$ cat config.mk
export PLATFORM = sky130hd
export DESIGN_NAME = view_compositor_flat
export DESIGN_NICKNAME = d
export VERILOG_FILES = /design/src/rtl/view_compositor_if.sv /design/src/rtl/view_compositor.sv /design/src/flat_wrapper.sv
export SDC_FILE = /design/constraint.sdc
export NUM_CORES = 1
export LEC_CHECK = 0
export BUFFER_PORTS_ARGS = -buffer_cell sky130_fd_sc_hd__buf_2
export CORE_MARGIN = 1.5
export CORE_UTILIZATION = 33
export CTS_BUF_LIST = sky130_fd_sc_hd__clkbuf_4 sky130_fd_sc_hd__clkbuf_8
export CTS_CLUSTER_DIAMETER = 50
export DETAILED_ROUTE_END_ITERATION = 16
export SETUP_SLACK_MARGIN = 0.02
export SLEW_MARGIN = 0
export SYNTH_ARGS = -nofsm -noshare
export SYNTH_HDL_FRONTEND = slang
export SYNTH_SLANG_ARGS = --single-unit
$ cat constraint.sdc
create_clock -name clk_in -period 47.7 [get_ports clk_in]
set_input_delay 0 -clock clk_in [delete_from_list [all_inputs] [get_ports clk_in]]
set_output_delay 0 -clock clk_in [all_outputs]
set_load 0.05 [all_outputs]
$ cat src/rtl/view_compositor_if.sv
// Timing/pixel inputs, window-config port and VGA outputs of view_compositor.
interface view_compositor_if #(
   parameter int N_VIEWS = 3,
   parameter int PIX_W   = 12,
   parameter int HC_W    = 11,
   parameter int VC_W    = 10
);
   logic [HC_W-1:0]          hcount_in;
   logic [VC_W-1:0]          vcount_in;
   logic                     hsync_in;
   logic                     vsync_in;
   logic                     blank_in;
   logic [N_VIEWS*PIX_W-1:0] pixel_in;
   logic                     cfg_we;
   logic [2:0]               cfg_view;
   logic [2:0]               cfg_field;
   logic [HC_W-1:0]          cfg_data;
   logic                     cfg_pending;
   logic [3:0]               vga_r;
   logic [3:0]               vga_g;
   logic [3:0]               vga_b;
   logic                     vga_hs;
   logic                     vga_vs;
   logic [15:0]              frame_count;

   modport master (
      output hcount_in, vcount_in, hsync_in, vsync_in, blank_in, pixel_in,
      output cfg_we, cfg_view, cfg_field, cfg_data,
      input  cfg_pending, vga_r, vga_g, vga_b, vga_hs, vga_vs, frame_count
   );

   modport slave (
      input  hcount_in, vcount_in, hsync_in, vsync_in, blank_in, pixel_in,
      input  cfg_we, cfg_view, cfg_field, cfg_data,
      output cfg_pending, vga_r, vga_g, vga_b, vga_hs, vga_vs, frame_count
   );
endinterface

$ cat src/rtl/view_compositor.sv
// Aligns N_VIEWS renderer streams to MAX_LAT and picks one pixel per cycle from priority-ordered windows.
// Latency MAX_LAT+1 cycles from hcount_in to the VGA pins; no backpressure, one pixel accepted every cycle.
module view_compositor #(
   parameter int                     N_VIEWS  = 3,
   parameter int                     PIX_W    = 12,
   parameter int                     HC_W     = 11,
   parameter int                     VC_W     = 10,
   parameter int                     MAX_LAT  = 8,
   parameter logic [N_VIEWS*4-1:0]   VIEW_LAT = {4'd4, 4'd1, 4'd4},
   parameter logic [PIX_W-1:0]       BG_COLOR = 12'h000
) (
   input logic              clk_in,
   input logic              rst_in,
   view_compositor_if.slave bus
);

   typedef struct packed {
      logic [HC_W-1:0] hc;
      logic [VC_W-1:0] vc;
      logic            hs;
      logic            vs;
      logic            blank;
   } tm_t;

   typedef struct packed {
      logic [HC_W-1:0] x0;
      logic [HC_W-1:0] x1;
      logic [VC_W-1:0] y0;
      logic [VC_W-1:0] y1;
      logic            en;
   } win_t;

   localparam tm_t TM_RST = '{hc: '0, vc: '0, hs: 1'b0, vs: 1'b0, blank: 1'b1};

   tm_t              tm_sr [MAX_LAT];
   tm_t              al;
   win_t             shadow [N_VIEWS];
   win_t             active [N_VIEWS];
   logic [PIX_W-1:0] pix_al [N_VIEWS];
   logic [PIX_W-1:0] sel;
   logic             vs_prev;
   logic             commit;
   logic             wr_ok;
   logic             pending;
   logic [15:0]      fc;
   logic [11:0]      rgb_q;
   logic             hs_q;
   logic             vs_q;

   always_ff @(posedge clk_in or posedge rst_in) begin
      if (rst_in) begin
         for (int k = 0; k < MAX_LAT; k++) tm_sr[k] <= TM_RST;
      end else begin
         tm_sr[0] <= '{hc: bus.hcount_in, vc: bus.vcount_in, hs: bus.hsync_in,
                       vs: bus.vsync_in, blank: bus.blank_in};
         for (int k = 1; k < MAX_LAT; k++) tm_sr[k] <= tm_sr[k-1];
      end
   end

   assign al = tm_sr[MAX_LAT-1];

   // Slow renderers need fewer stages so every view lands on stage MAX_LAT together.
   for (genvar g = 0; g < N_VIEWS; g++) begin : g_align
      localparam int DEPTH = MAX_LAT - int'(VIEW_LAT[g*4 +: 4]);
      if (DEPTH == 0) begin : g_wire
         assign pix_al[g] = bus.pixel_in[g*PIX_W +: PIX_W];
      end else begin : g_dly
         logic [PIX_W-1:0] sr [DEPTH];
         always_ff @(posedge clk_in or posedge rst_in) begin
            if (rst_in) begin
               for (int k = 0; k < DEPTH; k++) sr[k] <= '0;
            end else begin
               sr[0] <= bus.pixel_in[g*PIX_W +: PIX_W];
               for (int k = 1; k < DEPTH; k++) sr[k] <= sr[k-1];
            end
         end
         assign pix_al[g] = sr[DEPTH-1];
      end
   end

   assign commit = bus.vsync_in & ~vs_prev;
   assign wr_ok  = bus.cfg_we && (32'(bus.cfg_view) < N_VIEWS) && (bus.cfg_field <= 3'd4);

   // Commit copies the old shadow; a same-cycle write still lands in shadow and keeps pending set.
   always_ff @(posedge clk_in or posedge rst_in) begin
      if (rst_in) begin
         vs_prev <= 1'b0;
         pending <= 1'b0;
         fc      <= '0;
         for (int i = 0; i < N_VIEWS; i++) begin
            shadow[i] <= '0;
            active[i] <= '0;
         end
      end else begin
         vs_prev <= bus.vsync_in;
         if (commit) begin
            for (int i = 0; i < N_VIEWS; i++) active[i] <= shadow[i];
            fc <= fc + 16'd1;
         end
         for (int i = 0; i < N_VIEWS; i++) begin
            if (wr_ok && 32'(bus.cfg_view) == i) begin
               case (bus.cfg_field)
                  3'd0:    shadow[i].x0 <= bus.cfg_data;
                  3'd1:    shadow[i].y0 <= bus.cfg_data[VC_W-1:0];
                  3'd2:    shadow[i].x1 <= bus.cfg_data;
                  3'd3:    shadow[i].y1 <= bus.cfg_data[VC_W-1:0];
                  3'd4:    shadow[i].en <= bus.cfg_data[0];
                  default: ;
               endcase
            end
         end
         if (wr_ok)       pending <= 1'b1;
         else if (commit) pending <= 1'b0;
      end
   end

   // Walk from highest index down so the lowest-index hit overwrites the rest.
   always_comb begin
      sel = BG_COLOR;
      for (int i = N_VIEWS-1; i >= 0; i--) begin
         if (active[i].en &&
             al.hc >= active[i].x0 && al.hc < active[i].x1 &&
             al.vc >= active[i].y0 && al.vc < active[i].y1)
            sel = pix_al[i];
      end
   end

   always_ff @(posedge clk_in or posedge rst_in) begin
      if (rst_in) begin
         rgb_q <= '0;
         hs_q  <= 1'b1;
         vs_q  <= 1'b1;
      end else begin
         rgb_q <= al.blank ? 12'h000 : sel[11:0];
         hs_q  <= ~al.hs;
         vs_q  <= ~al.vs;
      end
   end

   assign bus.vga_r       = rgb_q[11:8];
   assign bus.vga_g       = rgb_q[7:4];
   assign bus.vga_b       = rgb_q[3:0];
   assign bus.vga_hs      = hs_q;
   assign bus.vga_vs      = vs_q;
   assign bus.cfg_pending = pending;
   assign bus.frame_count = fc;

endmodule
$ cat src/flat_wrapper.sv
// flat-port wrapper written by rule: the top's interface ports become plain ports
module view_compositor_flat 
#(
   parameter int                     N_VIEWS  = 3,
   parameter int                     PIX_W    = 12,
   parameter int                     HC_W     = 11,
   parameter int                     VC_W     = 10,
   parameter int                     MAX_LAT  = 8,
   parameter logic [N_VIEWS*4-1:0]   VIEW_LAT = {4'd4, 4'd1, 4'd4},
   parameter logic [PIX_W-1:0]       BG_COLOR = 12'h000
)
  (clk_in, rst_in, bus_hcount_in, bus_vcount_in, bus_hsync_in, bus_vsync_in, bus_blank_in, bus_pixel_in, bus_cfg_we, bus_cfg_view, bus_cfg_field, bus_cfg_data, bus_cfg_pending, bus_vga_r, bus_vga_g, bus_vga_b, bus_vga_hs, bus_vga_vs, bus_frame_count);
  view_compositor_if #(.N_VIEWS(N_VIEWS), .PIX_W(PIX_W), .HC_W(HC_W), .VC_W(VC_W)) bus_i ();
  input logic clk_in;
  input logic rst_in;
  input wire logic [$bits(bus_i.hcount_in)-1:0] bus_hcount_in;
  input wire logic [$bits(bus_i.vcount_in)-1:0] bus_vcount_in;
  input wire logic [$bits(bus_i.hsync_in)-1:0] bus_hsync_in;
  input wire logic [$bits(bus_i.vsync_in)-1:0] bus_vsync_in;
  input wire logic [$bits(bus_i.blank_in)-1:0] bus_blank_in;
  input wire logic [$bits(bus_i.pixel_in)-1:0] bus_pixel_in;
  input wire logic [$bits(bus_i.cfg_we)-1:0] bus_cfg_we;
  input wire logic [$bits(bus_i.cfg_view)-1:0] bus_cfg_view;
  input wire logic [$bits(bus_i.cfg_field)-1:0] bus_cfg_field;
  input wire logic [$bits(bus_i.cfg_data)-1:0] bus_cfg_data;
  output wire logic [$bits(bus_i.cfg_pending)-1:0] bus_cfg_pending;
  output wire logic [$bits(bus_i.vga_r)-1:0] bus_vga_r;
  output wire logic [$bits(bus_i.vga_g)-1:0] bus_vga_g;
  output wire logic [$bits(bus_i.vga_b)-1:0] bus_vga_b;
  output wire logic [$bits(bus_i.vga_hs)-1:0] bus_vga_hs;
  output wire logic [$bits(bus_i.vga_vs)-1:0] bus_vga_vs;
  output wire logic [$bits(bus_i.frame_count)-1:0] bus_frame_count;
  assign bus_i.hcount_in = bus_hcount_in;
  assign bus_i.vcount_in = bus_vcount_in;
  assign bus_i.hsync_in = bus_hsync_in;
  assign bus_i.vsync_in = bus_vsync_in;
  assign bus_i.blank_in = bus_blank_in;
  assign bus_i.pixel_in = bus_pixel_in;
  assign bus_i.cfg_we = bus_cfg_we;
  assign bus_i.cfg_view = bus_cfg_view;
  assign bus_i.cfg_field = bus_cfg_field;
  assign bus_i.cfg_data = bus_cfg_data;
  assign bus_cfg_pending = bus_i.cfg_pending;
  assign bus_vga_r = bus_i.vga_r;
  assign bus_vga_g = bus_i.vga_g;
  assign bus_vga_b = bus_i.vga_b;
  assign bus_vga_hs = bus_i.vga_hs;
  assign bus_vga_vs = bus_i.vga_vs;
  assign bus_frame_count = bus_i.frame_count;
  view_compositor #(.N_VIEWS(N_VIEWS), .PIX_W(PIX_W), .HC_W(HC_W), .VC_W(VC_W), .MAX_LAT(MAX_LAT), .VIEW_LAT(VIEW_LAT), .BG_COLOR(BG_COLOR)) u_core (.clk_in(clk_in), .rst_in(rst_in), .bus(bus_i));
endmodule
==> results.ini <==
[worst_setup_path]
worst_r2r_startpoint = u_core.al[13]
critPathLaunchType = input pin
crit_chain = dlygate4sd3_1 -> buf_2 -> inv_8 -> buf_4 -> buf_4 -> buf_4
max_stage_delay_ns = 0.95
arrival_ns = 4.20
crit_top_cell = buf_4
critical-path-top-delay-family = buffers and inverters
cp-end-kind = asynchronous set/reset pin
rr_endpoint = u_core.rgb_q[10]
critical_path_class = in -> async
r2r_slack_ns = 44.54
rr_worst_depth = 9
critPathRequiredTime_ns = 48.39
crit_buf_inv = 6
startpoint = rst_in
crit_slowest_cell = buf_4
crit_fanout = 134

[power]
power_frac_seq_pct = 49.3
powerDensity_nw_per_um2 = 44.1
p_leak_nw = 13.2
max-vdd-ir-drop_uv = 22.6
clock_power_share_pct = 42.0
cell_internal_pwr_uw = 955
power_switching_uw = 309
p_sw_share_pct = 24.4
pwr-share-comb_pct = 8.7

[clock_network]
cts_tree = yes
cts-buffers-inserted = 106
clk_path_buf_depth = 3
clock-root-buffer = clkbuf_8
cts.htree.levels = 3
cts_setup_buffers = 0
clk_pin_slew_worst_paths_ns = 0.06
cts_num_sinks = 661
clock_latency_ns = 0.71
cts_resized = 0

[sta]
slew_headroom_pct = 11.3
setup_viol = 0
skew_ns = 0.0500
tightest_slew_ns = 1.33
fin_crit_sh_pct = 7.36
timing.setup.tns_ns = 0
hold_viol = 0
slew_violations = 0
rsz0062_at_grt = false
setup_slack_ns = 44.19
max_freq_mhz = 285
period_minus_slack_ns = 3.51

[detailed_routing]
wl_met2_um = 21700
post_drt_wl_per_cell_um = 15.7
route.detailed.drc = 0
routed_wl_um = 46200
wl_met3_um = 1870
via_count = 13000
ant_nets = 0
drt-met1-wl_um = 21100
drt_iter0_markers = 734
top_layer = met4
firstDrtPassIters = 4
viasPerCell = 4.40

[synth]
synth_area_leaders = dfrtp_1 (70%), ha_1 (6.5%), mux2_2 (6.1%), o21ai_0 (2.8%), nand2_1 (2.2%)
synth_seq_cells = 661
async_reset_ff_share_pct = 100
synth_top_area_share_pct = 70.1
synth_area_leader_cell = dfrtp_1
synth_ff_type = dfrtp_1
syn-num-nets = 1806
synth_area_per_cell_um2 = 14.5
synthCells = 1605
synth_area_um2 = 23200
synth_edf_count = 0
yosysWarnings = 0
ys_types = 60
yosysSeqAreaShare_pct = 71.3

[finish]
area_growth_pct = 23.4
utilization_pct = 41.1
n_fill_cell = 6409
drive_gt1_share_pct = 23.3
final_nets = 2122
fin_area_um2 = 28700
instances_no_fill = 2946

[die]
fp.coreArea_um2 = 69800
start_util_pct = 33.3
rows = 97
die_x_um = 268
ios = 111
die_y_um = 268
die_area_um2 = 72000

[placement]
dpl_cell_area_um2 = 24800
place_inst = 2610
io_buffers = 110
place.gp.congestion = 0.790
dp_hpwl_um = 28600
preCtsSetupSlack_ns = 43.83

[global_routing]
grt_max_degree = 245
grt_pass1_wl_um = 74700
antenna_found_initial = 1
overflow = 0
grt_use_total_pct = 13.3
first_global_vias = 13700

[outcome]
outcome = completed

[run]
cap_violations = 0

[hold_path]
min-delay-path-class = in -> async

-- cells in the mapped netlist, types with 4 or more instances --
cell type  number
dfstp_2        10
nor2b_1         5
buf_1           9
o21ai_0       129
o21ai_1         6
nor4b_1        11
nand4_1         7
and4_1          6
mux2i_1        11
o211ai_1        5
a2111oi_0       4
a211oi_1        8
a21oi_1        24
a21o_1         11
clkbuf_1       31
nor2_1         23
a31oi_1         5
nor3_1          9
inv_1         124
xor2_1          4
and3_1          5
buf_2          11
nand3_1        12
nand2b_1        8
ha_1          121
o31ai_1        12
nand2_1       138
xnor2_1        11
o2111ai_1       5
mux2_1         20
dfrtp_1       651
a21oi_2        10
mux2_2        125
-- layout by cell type (no fill, tap or decap), types with 5 or more instances in the layout --
cell type	synthesis	final
nand2b_1	8	8
o21ai_1	6	6
nor3_1	9	9
xnor2_1	11	11
mux2i_1	11	11
clkbuf_8	0	132
nand3_1	12	12
dfstp_2	10	10
o211ai_1	5	5
a31oi_1	5	5
bufinv_16	0	6
nor4b_1	11	11
inv_1	124	123
buf_4	1	8
ha_1	121	121
clkbuf_4	0	28
and3_1	5	5
o31ai_1	12	12
mux2_1	20	20
clkinv_2	0	15
dfrtp_1	651	651
a211oi_1	8	8
buf_2	11	110
nand2_1	138	138
a21oi_1	24	24
a21oi_2	10	10
a21o_1	11	11
o21ai_0	129	129
dlygate4sd3_1	0	143
and4_1	6	6
o2111ai_1	5	5
mux2_2	125	125
nor2_1	23	22
nand4_1	7	7
-- power by group through the flow --
stage	logic, mW	registers [mW]	clock network, mW
2_1_floorplan	0.0635	0.637	0
3_3_place_gp	0.0988	0.632	0
3_5_place_dp	0.102	0.633	0
4_1_cts	0.112	0.623	0.550
5_1_grt	0.125	0.627	0.578
6_report	0.110	0.623	0.531
-- routing by layer --
layer,track usage [%],up-vias
met5,0,-
met4,6.41,0
met3,2.69,89
met2,20.6,251
met1,18.0,6554
li1,-,6071
-- worst min-delay path, cell delays in order --
cell	delay, ns
dlygate4sd3_1	0.53
buf_2	0.15
inv_8	0.59
-- per-stage QoR --
step / hold slack (ns) / total power, mW
CTS: 0.0779 / 1.28
floorplan: 0.00448 / 0.701
detailed placement: 0.109 / 0.735
global placement: 0.109 / 0.730
global route: 0.146 / 1.33
finish: 0.0533 / 1.26
-- state kept, by name, indices dropped and copies added (netlist names) --
signal                   count
u_core.shadow              129
u_core.tm_sr               168
u_core.g_align.g_dly.sr    180
u_core.rgb_q                12
u_core.al                   24
u_core.bus.cfg_pending       1
u_core.bus.vga_hs            1
u_core.bus.frame_count      16
u_core.active              129
u_core.bus.vga_vs            1
-- logic make-up (layout without fill, tap and decap cells) --
logic type / after synthesis / in the layout / share of synthesized area, %
AO/OA/AOI/OAI: 238 / 238 / 6.28
XOR/XNOR: 15 / 15 / 0.566
adder cells (fa/ha/maj): 121 / 121 / 6.52
buffers and inverters: 178 / 577 / 3.02
flip-flops: 661 / 661 / 71.3
multiplexers: 156 / 156 / 7.51
other: 0 / 2 / 0
AND/OR/NAND/NOR: 236 / 236 / 4.83
-- worst max path at each step --
stage,end,slack (ns),depth (start not counted)
floorplan,u_core.active[0],29.19,1
CTS,u_core.g_align[1].g_dly.sr[25],44.06,6
detailed placement,u_core.g_align[1].g_dly.sr[37],43.83,5
finish,u_core.g_align[1].g_dly.sr[25],44.19,6
global route,u_core.g_align[1].g_dly.sr[55],43.52,6
global placement,u_core.g_align[1].g_dly.sr[49],43.92,5
-- what timing repair did --
| action | CTS | global route |
|---|---|---|
| hold buffers | 143 | 0 |
| setup endpoints to repair | 0 | 0 |
| hold endpoints to repair | 322 | 0 |
-- final cells by class --
type,count,area (µm²),area share [%]
diodes,2,5.00,0.0175
clock buffers,160,2030,7.07
clock inverters,31,378,1.32
inverters,124,473,1.65
multi-input cells,766,5990,20.9
flip-flops and latches,661,16600,57.8
well taps,940,1180,4.10
repair buffers,262,2060,7.19
Note: power is estimated with default switching activity, not from simulation.
